**config.mk**
```make
export PLATFORM = sky130hd
export DESIGN_NAME = zynq_axil_csr_responder
export DESIGN_NICKNAME = d
export VERILOG_FILES = /design/src/rtl/zynq_axil_pkg.sv /design/src/rtl/zynq_axil_csr_decode.sv /design/src/rtl/zynq_axil_csr_responder.sv
export SDC_FILE = /design/constraint.sdc
export NUM_CORES = 1
export LEC_CHECK = 0
export CORE_AREA = 2 2 158 160
export CTS_BUF_LIST = sky130_fd_sc_hd__clkbuf_4 sky130_fd_sc_hd__clkbuf_8
export DETAILED_ROUTE_END_ITERATION = 7
export DIE_AREA = 0 0 160 162
export PLACE_DENSITY = 0.88
export SYNTH_ARGS = -nofsm -noshare
export SYNTH_HDL_FRONTEND = slang
export SYNTH_SLANG_ARGS = --single-unit
```
**constraint.sdc**
```tcl
create_clock -name aclk -period 8 [get_ports aclk]
set_input_delay 1.6 -clock aclk [delete_from_list [all_inputs] [get_ports aclk]]
set_output_delay 1.6 -clock aclk [all_outputs]
set_load 0.02 [all_outputs]
```
**src/rtl/zynq_axil_pkg.sv**
```systemverilog
// Shared response codes, channel FSM states and the byte-strobe merge helper
// for the PS->PL AXI4-Lite CSR responder.
package zynq_axil_pkg;

    localparam logic [1:0] RESP_OKAY   = 2'b00;
    localparam logic [1:0] RESP_SLVERR = 2'b10;

    typedef enum logic [1:0] {
        W_IDLE,
        W_WAIT_W,
        W_WAIT_AW,
        W_RESP
    } wr_state_e;

    typedef enum logic {
        R_IDLE,
        R_RESP
    } rd_state_e;

    function automatic logic [31:0] apply_wstrb(input logic [31:0] old_word,
                                                 input logic [31:0] new_word,
                                                 input logic [3:0]  strb);
        logic [31:0] merged;
        merged = old_word;
        for (int b = 0; b < 4; b++) begin
            if (strb[b]) merged[8*b +: 8] = new_word[8*b +: 8];
        end
        return merged;
    endfunction

endpackage

```
**src/rtl/zynq_axil_csr_decode.sv**
```systemverilog
// Word-index decoder for the CSR responder address map: CSRs, then status
// words, then FIFO_DATA and FIFO_CTRL; everything above is unmapped.
module zynq_axil_csr_decode
    import zynq_axil_pkg::*;
#(
    parameter int addr_width_p = 10,
    parameter int num_csr_p    = 4,
    parameter int num_status_p = 4
) (
    input  logic [addr_width_p-3:0] word_idx,
    output logic                    is_csr,
    output logic                    is_status,
    output logic                    is_fifo_data,
    output logic                    is_fifo_ctrl,
    output logic                    unmapped,
    output logic [addr_width_p-3:0] local_idx
);

    localparam int idx_w = addr_width_p - 2;
    localparam logic [idx_w-1:0] STATUS_BASE   = idx_w'(num_csr_p);
    localparam logic [idx_w-1:0] FIFO_DATA_IDX = idx_w'(num_csr_p + num_status_p);
    localparam logic [idx_w-1:0] FIFO_CTRL_IDX = idx_w'(num_csr_p + num_status_p + 1);

    assign is_csr       = (word_idx < STATUS_BASE);
    assign is_status    = (word_idx >= STATUS_BASE) && (word_idx < FIFO_DATA_IDX);
    assign is_fifo_data = (word_idx == FIFO_DATA_IDX);
    assign is_fifo_ctrl = (word_idx == FIFO_CTRL_IDX);
    assign unmapped     = (word_idx > FIFO_CTRL_IDX);

    // Status words are numbered from zero relative to the end of the CSR block.
    assign local_idx = is_status ? (word_idx - STATUS_BASE) : word_idx;

endmodule

```
**src/rtl/zynq_axil_csr_responder.sv**
```systemverilog
// AXI4-Lite responder for the top_zynq s00_axi control port: RW CSRs, RO status
// words and a pop-on-read FIFO port. ZYNQ_AXIL_CSR_SLVERR_EN enables SLVERR replies.
module zynq_axil_csr_responder
    import zynq_axil_pkg::*;
#(
    parameter int addr_width_p = 10,
    parameter int data_width_p = 32,
    parameter int num_csr_p    = 4,
    parameter int num_status_p = 4
) (
    input  logic                               aclk,
    input  logic                               aresetn,
    input  logic [addr_width_p-1:0]            s_axi_awaddr,
    input  logic [2:0]                         s_axi_awprot,
    input  logic                               s_axi_awvalid,
    output logic                               s_axi_awready,
    input  logic [data_width_p-1:0]            s_axi_wdata,
    input  logic [3:0]                         s_axi_wstrb,
    input  logic                               s_axi_wvalid,
    output logic                               s_axi_wready,
    output logic [1:0]                         s_axi_bresp,
    output logic                               s_axi_bvalid,
    input  logic                               s_axi_bready,
    input  logic [addr_width_p-1:0]            s_axi_araddr,
    input  logic [2:0]                         s_axi_arprot,
    input  logic                               s_axi_arvalid,
    output logic                               s_axi_arready,
    output logic [data_width_p-1:0]            s_axi_rdata,
    output logic [1:0]                         s_axi_rresp,
    output logic                               s_axi_rvalid,
    input  logic                               s_axi_rready,
    output logic [num_csr_p*data_width_p-1:0]  csr_data_o,
    output logic [num_csr_p-1:0]               csr_wr_o,
    input  logic [num_status_p*data_width_p-1:0] status_i,
    input  logic [data_width_p-1:0]            fifo_data_i,
    input  logic                               fifo_v_i,
    output logic                               fifo_yumi_o
);

    localparam int idx_w = addr_width_p - 2;

`ifdef ZYNQ_AXIL_CSR_SLVERR_EN
    localparam logic [1:0] ERR_RESP = RESP_SLVERR;
`else
    localparam logic [1:0] ERR_RESP = RESP_OKAY;
`endif

    wr_state_e               wr_state;
    rd_state_e               rd_state;
    logic [data_width_p-1:0] csr_q [num_csr_p];
    logic [idx_w-1:0]        aw_idx_q;
    logic [data_width_p-1:0] wdata_q;
    logic [3:0]              wstrb_q;

    logic                    aw_hs, w_hs, ar_hs, wr_commit;
    logic [idx_w-1:0]        wr_word_idx, wr_lidx, rd_lidx;
    logic [data_width_p-1:0] wr_data;
    logic [3:0]              wr_strb;
    logic                    wr_is_csr;
    logic [3:0]              unused_wr_flags;
    logic                    rd_is_csr, rd_is_status, rd_is_fifo_data, rd_is_fifo_ctrl, rd_unmapped;
    logic [data_width_p-1:0] rd_word;
    logic [1:0]              rd_resp;
    logic                    unused_inputs;

    assign unused_inputs = ^{s_axi_awprot, s_axi_arprot, s_axi_awaddr[1:0], s_axi_araddr[1:0]};

    assign aw_hs = s_axi_awvalid && s_axi_awready;
    assign w_hs  = s_axi_wvalid && s_axi_wready;
    assign ar_hs = s_axi_arvalid && s_axi_arready;

    // The commit edge may coincide with either handshake, so take whichever
    // half arrives this cycle straight from the bus rather than from the latch.
    assign wr_word_idx = aw_hs ? s_axi_awaddr[addr_width_p-1:2] : aw_idx_q;
    assign wr_data     = w_hs ? s_axi_wdata : wdata_q;
    assign wr_strb     = w_hs ? s_axi_wstrb : wstrb_q;
    assign wr_commit   = ((wr_state == W_IDLE)    && aw_hs && w_hs) ||
                         ((wr_state == W_WAIT_W)  && w_hs) ||
                         ((wr_state == W_WAIT_AW) && aw_hs);

    zynq_axil_csr_decode #(
        .addr_width_p (addr_width_p),
        .num_csr_p    (num_csr_p),
        .num_status_p (num_status_p)
    ) u_wr_decode (
        .word_idx     (wr_word_idx),
        .is_csr       (wr_is_csr),
        .is_status    (unused_wr_flags[0]),
        .is_fifo_data (unused_wr_flags[1]),
        .is_fifo_ctrl (unused_wr_flags[2]),
        .unmapped     (unused_wr_flags[3]),
        .local_idx    (wr_lidx)
    );

    zynq_axil_csr_decode #(
        .addr_width_p (addr_width_p),
        .num_csr_p    (num_csr_p),
        .num_status_p (num_status_p)
    ) u_rd_decode (
        .word_idx     (s_axi_araddr[addr_width_p-1:2]),
        .is_csr       (rd_is_csr),
        .is_status    (rd_is_status),
        .is_fifo_data (rd_is_fifo_data),
        .is_fifo_ctrl (rd_is_fifo_ctrl),
        .unmapped     (rd_unmapped),
        .local_idx    (rd_lidx)
    );

    // NOTE: the CSR array is a handful of flops, not a RAM, and software expects
    // zero after reset, so it is reset explicitly; state uses <= so every
    // branch below sees pre-edge values regardless of statement order.
    always_ff @(posedge aclk or negedge aresetn) begin
        if (!aresetn) begin
            wr_state      <= W_IDLE;
            s_axi_awready <= 1'b0;
            s_axi_wready  <= 1'b0;
            s_axi_bvalid  <= 1'b0;
            s_axi_bresp   <= RESP_OKAY;
            csr_wr_o      <= '0;
            aw_idx_q      <= '0;
            wdata_q       <= '0;
            wstrb_q       <= '0;
            for (int i = 0; i < num_csr_p; i++) csr_q[i] <= '0;
        end else begin
            csr_wr_o <= '0;
            if (aw_hs) aw_idx_q <= s_axi_awaddr[addr_width_p-1:2];
            if (w_hs) begin
                wdata_q <= s_axi_wdata;
                wstrb_q <= s_axi_wstrb;
            end
            if (wr_commit) begin
                for (int i = 0; i < num_csr_p; i++) begin
                    if (wr_is_csr && (wr_lidx == idx_w'(i))) begin
                        csr_q[i]    <= apply_wstrb(csr_q[i], wr_data, wr_strb);
                        csr_wr_o[i] <= 1'b1;
                    end
                end
                s_axi_bresp <= wr_is_csr ? RESP_OKAY : ERR_RESP;
            end
            case (wr_state)
                W_IDLE: begin
                    if (aw_hs && w_hs) begin
                        wr_state      <= W_RESP;
                        s_axi_awready <= 1'b0;
                        s_axi_wready  <= 1'b0;
                        s_axi_bvalid  <= 1'b1;
                    end else if (aw_hs) begin
                        wr_state      <= W_WAIT_W;
                        s_axi_awready <= 1'b0;
                        s_axi_wready  <= 1'b1;
                    end else if (w_hs) begin
                        wr_state      <= W_WAIT_AW;
                        s_axi_awready <= 1'b1;
                        s_axi_wready  <= 1'b0;
                    end else begin
                        s_axi_awready <= 1'b1;
                        s_axi_wready  <= 1'b1;
                    end
                end
                W_WAIT_W: begin
                    if (w_hs) begin
                        wr_state     <= W_RESP;
                        s_axi_wready <= 1'b0;
                        s_axi_bvalid <= 1'b1;
                    end
                end
                W_WAIT_AW: begin
                    if (aw_hs) begin
                        wr_state      <= W_RESP;
                        s_axi_awready <= 1'b0;
                        s_axi_bvalid  <= 1'b1;
                    end
                end
                W_RESP: begin
                    if (s_axi_bready) begin
                        wr_state      <= W_IDLE;
                        s_axi_bvalid  <= 1'b0;
                        s_axi_awready <= 1'b1;
                        s_axi_wready  <= 1'b1;
                    end
                end
                default: wr_state <= W_IDLE;
            endcase
        end
    end

    // NOTE: defaults first so no path through the mux leaves a latch behind.
    always_comb begin
        rd_word = '0;
        rd_resp = RESP_OKAY;
        if (rd_is_csr) begin
            for (int i = 0; i < num_csr_p; i++) begin
                if (rd_lidx == idx_w'(i)) rd_word = csr_q[i];
            end
        end else if (rd_is_status) begin
            for (int i = 0; i < num_status_p; i++) begin
                if (rd_lidx == idx_w'(i)) rd_word = status_i[data_width_p*i +: data_width_p];
            end
        end else if (rd_is_fifo_data) begin
            if (fifo_v_i) rd_word = fifo_data_i;
            else          rd_resp = ERR_RESP;
        end else if (rd_is_fifo_ctrl) begin
            rd_word = {{(data_width_p-1){1'b0}}, fifo_v_i};
        end else if (rd_unmapped) begin
            rd_resp = ERR_RESP;
        end
    end

    // Pop only in the cycle the read is accepted, so the popped word is the one returned.
    assign fifo_yumi_o = ar_hs && rd_is_fifo_data && fifo_v_i;

    always_ff @(posedge aclk or negedge aresetn) begin
        if (!aresetn) begin
            rd_state      <= R_IDLE;
            s_axi_arready <= 1'b0;
            s_axi_rvalid  <= 1'b0;
            s_axi_rdata   <= '0;
            s_axi_rresp   <= RESP_OKAY;
        end else begin
            case (rd_state)
                R_IDLE: begin
                    if (ar_hs) begin
                        rd_state      <= R_RESP;
                        s_axi_arready <= 1'b0;
                        s_axi_rvalid  <= 1'b1;
                        s_axi_rdata   <= rd_word;
                        s_axi_rresp   <= rd_resp;
                    end else begin
                        s_axi_arready <= 1'b1;
                    end
                end
                R_RESP: begin
                    if (s_axi_rready) begin
                        rd_state      <= R_IDLE;
                        s_axi_rvalid  <= 1'b0;
                        s_axi_arready <= 1'b1;
                    end
                end
                default: rd_state <= R_IDLE;
            endcase
        end
    end

    for (genvar g = 0; g < num_csr_p; g++) begin : g_csr_out
        assign csr_data_o[data_width_p*g +: data_width_p] = csr_q[g];
    end

endmodule

```
* Word-level counts from Yosys, hierarchy flattened *
Cells that the tools add are included.

word-level totals
  bits of input ports = 230
  output and inout port bits = 174
  register bits = 216

cells by class
  mux-type cells = 54
  reductions and logical operators = 45
  bitwise operators = 1
  add/subtract/negate cells = 2
  equality and inequality tests = 18
  $lt $le $gt $ge = 6

operators with widths
  kind                 count
  $mux 32              13
  $reduce_and 3->1     18
  $eq 8x2->1 const B   4
  $mux 8               3
  $mux 1               23
  $eq 8x1->1 const B   2
  $eq 8x4->1 const B   2
  $ge 8x3->1 const B   2
  $logic_and 1x1->1    16
  $logic_not 8->1      2
  $lt 8x3->1 const B   2
  $lt 8x4->1 const B   2
  $sub 8x3->8 const B  2
  $mux 2               6
  $ne 2x2->1 const B   5
  $mux 4               2
  $pmux 2 s4           1
  $reduce_and 4->1     2
  $pmux 1 s2           3
  $pmux 1 s3           2
  $reduce_bool 3->1    2
  $eq 2x2->1 const B   2
  $ne 4x3->1 const B   1
  $pmux 1 s4           1
  other kinds (6)      8

* Longest topological paths before layout *
  word-level depth = 10
  mapped depth = 12
  depth with buffers taken out = 9

* Cells and area by module *
A second synthesis with hierarchy kept.

second synthesis, totals
  cells, all modules = 760
  area, all modules = 10812.9 µm²

modules (own cells, without submodules)
  module                   instances  area an instance (µm²)  cells each
  zynq_axil_csr_responder  1          10380.0                 712
  zynq_axil_csr_decode     2          216.5                   24

* Worst setup path before layout *
No wires, ideal clock.

  path type = input-to-output
  start = in s_axi_araddr[2]
  end = out fifo_yumi_o
  cell stages on the path = 4
  data arrival time = 2.915 ns
  setup slack = 3.485 ns
  path through = clkbuf_1 -> nor4bb_1 -> clkbuf_1 -> and4_1

between the ends
  word-level cells in the longest chain between the ends = 3

ends and longest elaborated chain
  what                            RTL line                        RTL
  from (decl)                     zynq_axil_csr_responder.sv:24   input logic [addr_width_p-1:0] s_axi_araddr,
  $eq 8x4->1                      zynq_axil_csr_decode.sv:26      assign is_fifo_data = (word_idx == FIFO_DATA_IDX);
  $logic_and 1x1->1 (2 in a row)  zynq_axil_csr_responder.sv:210  assign fifo_yumi_o = ar_hs && rd_is_fifo_data && fifo_v_i;
  to (decl)                       zynq_axil_csr_responder.sv:37   output logic fifo_yumi_o

Every way passes these cells.

* Worst setup path after layout *
  start = in s_axi_araddr[5]
  end = out fifo_yumi_o

Same word-level chain as after synthesis.

==> flow_summary.ini <==
[global_routing]
antenna_found_initial = 3
grt_pass1_wl_mm = 64.4
grt_util_met3 = 0.0646
grt_max_degree = 128
gr-max-usage-layer = met2
grt_util_met2 = 0.531
track_usage = 0.326
overflow = 0
grt.met1_usage = 0.424
grt_pass1_vias = 10600

[timing]
tightest_slew_ns = 1.14
rsz0062_at_grt = no
finalHoldViolations = 0
finalCriticalPeriod_ns = 6.06
setup_viol = 0
max_slew_margin = 0.240
fin_skew_ns = 0.0248
tns_ns = 0
fmaxAchievable_mhz = 165
drv_slew = 0
whs_ns = 0.510
fin_crit_sh = 0.757

[logic_synthesis]
yosysSeqAreaShare = 0.481
synth_cells = 1027
synth_top_family_by_area = multiplexers
synth-main-ff-cell = dfrtp_1
synthSimpleGateAreaFrac = 0.123
mappedNetlistArea_um2 = 11200
synth.area.mux_share = 0.199
ys_ff_latch = 216
synth_top_area_share = 0.481
avgSynthCellArea_um2 = 10.9
synth.area.top_cells = dfrtp_1 48%, mux2_2 17%, nand2_1 4.1%
yosys.area_share.xor_xnor = 0
ys_types = 68
synth_compound_area_frac = 0.150
ys_async_sr_fraction = 1.00
yosysWarnings = 0
yosysTopAreaCell = dfrtp_1
synth_fa_ha_area_frac = 0.0122
synth_edf_count = 0

[setup_path]
slowest_stage = clkdlybuf4s50_1
cp-end-kind = output pin
crit_chain = clkdlybuf4s50_1 > buf_4 > ha_1 > nor4bb_4 > buf_4 > and4_1 > clkdlybuf4s50_1
path_class = input port to output pin
critPathMaxFanout = 23
cp-start-kind = input port
crit_required_ns = 6.40
critPathArrivalTime_ns = 4.46
slowest_delay_ns = 0.94

[pwr]
power_density_nw_per_um2 = 225
ir_drop_mv = 0.222
leakagePower_nw = 7.09

[detailed_routing]
drc = 0
first_iter_violations = 1176
viasPerCell = 6.07
ant_nets = 0
vias = 10700
wl_per_cell_um = 25.0
firstDrtPassIters = 7
wirelength_mm = 43.8

[floorplanning]
num_rows = 57
die_h_um = 162
floorplan.die.width_um = 160
start_util = 0.466
pin_count = 404
core_area_um2 = 24100
die-area_um2 = 25900

[cts]
cts-root-buf = clkbuf_8
cts_buffer_depth = 3
path_clk_slew_ns = 0.06
postCtsResizedCells = 0
insertion_delay_ns = 0.54
htreeDepth = 2
numCtsBuffers = 38
cts.sinks = 216
post_cts_buffers = 0
cts-hold-fix-buffers = 0
cts_tree = done

[placement]
detailed_place_hpwl_mm = 31.4
place_congestion = 0.944
portBuffers = 389

[layout]
regArea_um2 = 5410
multi_input_area_um2 = 5480
fillCellCount = 1812
layout-drive-gt1-share = 0.199
nNetsFinal = 1642
area_growth_pct = 44.5

[outcome]
outcome = finished clean

[hold_path]
hp-class = flip-flop to flip-flop

[job]
maxCapViolations = 0
-- worst max-delay path, delay by kind of cell --
kind	cells	cell delay, ns
and+or+nand+nor	2	0.43
adders and majority gates	1	0.21
buffers and inverters	4	2.20
-- cells by family after synthesis --
| family | count (synthesis) |
|---|---|
| AND/OR/NAND/NOR | 264 |
| other | 1 |
| adder cells (fa/ha/maj) | 11 |
| flip-flops | 216 |
| buffers and inverters | 95 |
| AO/OA/AOI/OAI | 241 |
| multiplexers | 199 |
-- through the flow --
| stage | setup WS [ns] | total power, W | cells | util | instance area [um^2] |
|---|---|---|---|---|---|
| after floorplan | 3.48 | 0.00203 | 1030 | - | 11300 |
| after global placement | 2.12 | 0.00247 | 1685 | 0.638 | 15400 |
| after detailed placement | 2.03 | 0.00251 | 1685 | 0.638 | 15400 |
| after CTS | 2.02 | 0.00365 | 1754 | 0.673 | 16200 |
| after global routing | 1.83 | 0.00381 | 1757 | 0.674 | 16200 |
| final | 1.94 | 0.00366 | 1757 | 0.674 | 16200 |
-- path summary, 6_finish.rpt --
| kind | start | cells after the start | end | slack (ns) |
|---|---|---|---|---|
| setup / recovery | s_axi_araddr[5] | 7 | fifo_yumi_o | 1.94 |
| hold / removal | aw_idx_q[6] | 2 | aw_idx_q[6] | 0.51 |
| setup reg to reg | s_axi_awready | 8 | csr_data_o[116] | 3.72 |
| hold reg to reg | aw_idx_q[6] | 2 | aw_idx_q[6] | 0.51 |
| max in group asynchronous | aresetn | 2 | csr_data_o[78] | 5.04 |
| min in group asynchronous | aresetn | 1 | wdata_q[30] | 1.18 |
-- where the power goes --
| group | internal [W] | switching [W] | total (W) |
|---|---|---|---|
| registers | 0.00128 | 0.000116 | 0.00139 |
| clock network | 0.000655 | 0.000482 | 0.00114 |
| logic | 0.000461 | 0.000668 | 0.00113 |
-- layer usage --
layer  wire, um  vias to the layer above
met1      17400                     5277
li1           -                     4582
met5          0                        -
met2      20700                      691
met4       2020                        0
met3       3790                      122
-- final cells by class --
cell class | count | area share
Multi-Input combinational cell | 719 | 0.337
Clock buffer | 56 | 0.0448
Inverter | 23 | 0.00532
Antenna cell | 3 | 0.000462
Sequential cell | 216 | 0.333
Clock inverter | 13 | 0.00832
Tap cell | 324 | 0.0250
Timing Repair Buffer | 403 | 0.246
-- sequential cells by signal (all words and copies together) (netlist names) --
register	count
s_axi_rdata	32
rd_state	1
s_axi_rvalid	1
s_axi_awready	1
s_axi_wready	1
wr_state	2
s_axi_arready	1
csr_data_o	128
s_axi_bvalid	1
wstrb_q	4
aw_idx_q	8
wdata_q	32
csr_wr_o	4
-- Yosys cell counts, drive strengths merged, types with 12 or more instances --
cell,count
buf,21
dfrtp,216
a221oi,15
a21oi,32
o21ai,39
a22oi,12
nand4,13
mux2,173
o211ai,21
mux2i,24
a211oi,14
nor2,56
a31oi,23
o22ai,31
nand2,123
inv,23
clkbuf,51
-- cell usage in the layout, fill, tap and decap left out, types with 4 or more instances in the layout --
master / Yosys / final
clkdlybuf4s50_1: 0 / 386
dfrtp_1: 216 / 216
mux2_2: 170 / 170
nand2_1: 122 / 122
nor2_1: 56 / 56
clkbuf_8: 0 / 49
o21ai_0: 36 / 36
a21oi_1: 32 / 32
o22ai_1: 31 / 31
mux2i_1: 24 / 24
inv_1: 23 / 23
a31oi_1: 23 / 23
o211ai_1: 21 / 21
buf_4: 5 / 15
a211oi_1: 14 / 14
a221oi_1: 14 / 14
a22oi_1: 12 / 12
o221ai_1: 11 / 11
ha_1: 11 / 11
nand3b_1: 9 / 9
nor3_1: 9 / 9
a2bb2oi_1: 9 / 9
o2bb2ai_1: 8 / 8
nand4b_1: 8 / 8
nand4_2: 7 / 7
clkinv_2: 0 / 7
clkbuf_4: 0 / 7
nand4_1: 6 / 6
nand3_1: 5 / 5
and3_1: 5 / 5
o31a_1: 5 / 5
nor2b_1: 4 / 4
nor4_4: 4 / 4
conb_1: 1 / 4
Note: power is estimated with default switching activity, not from simulation.
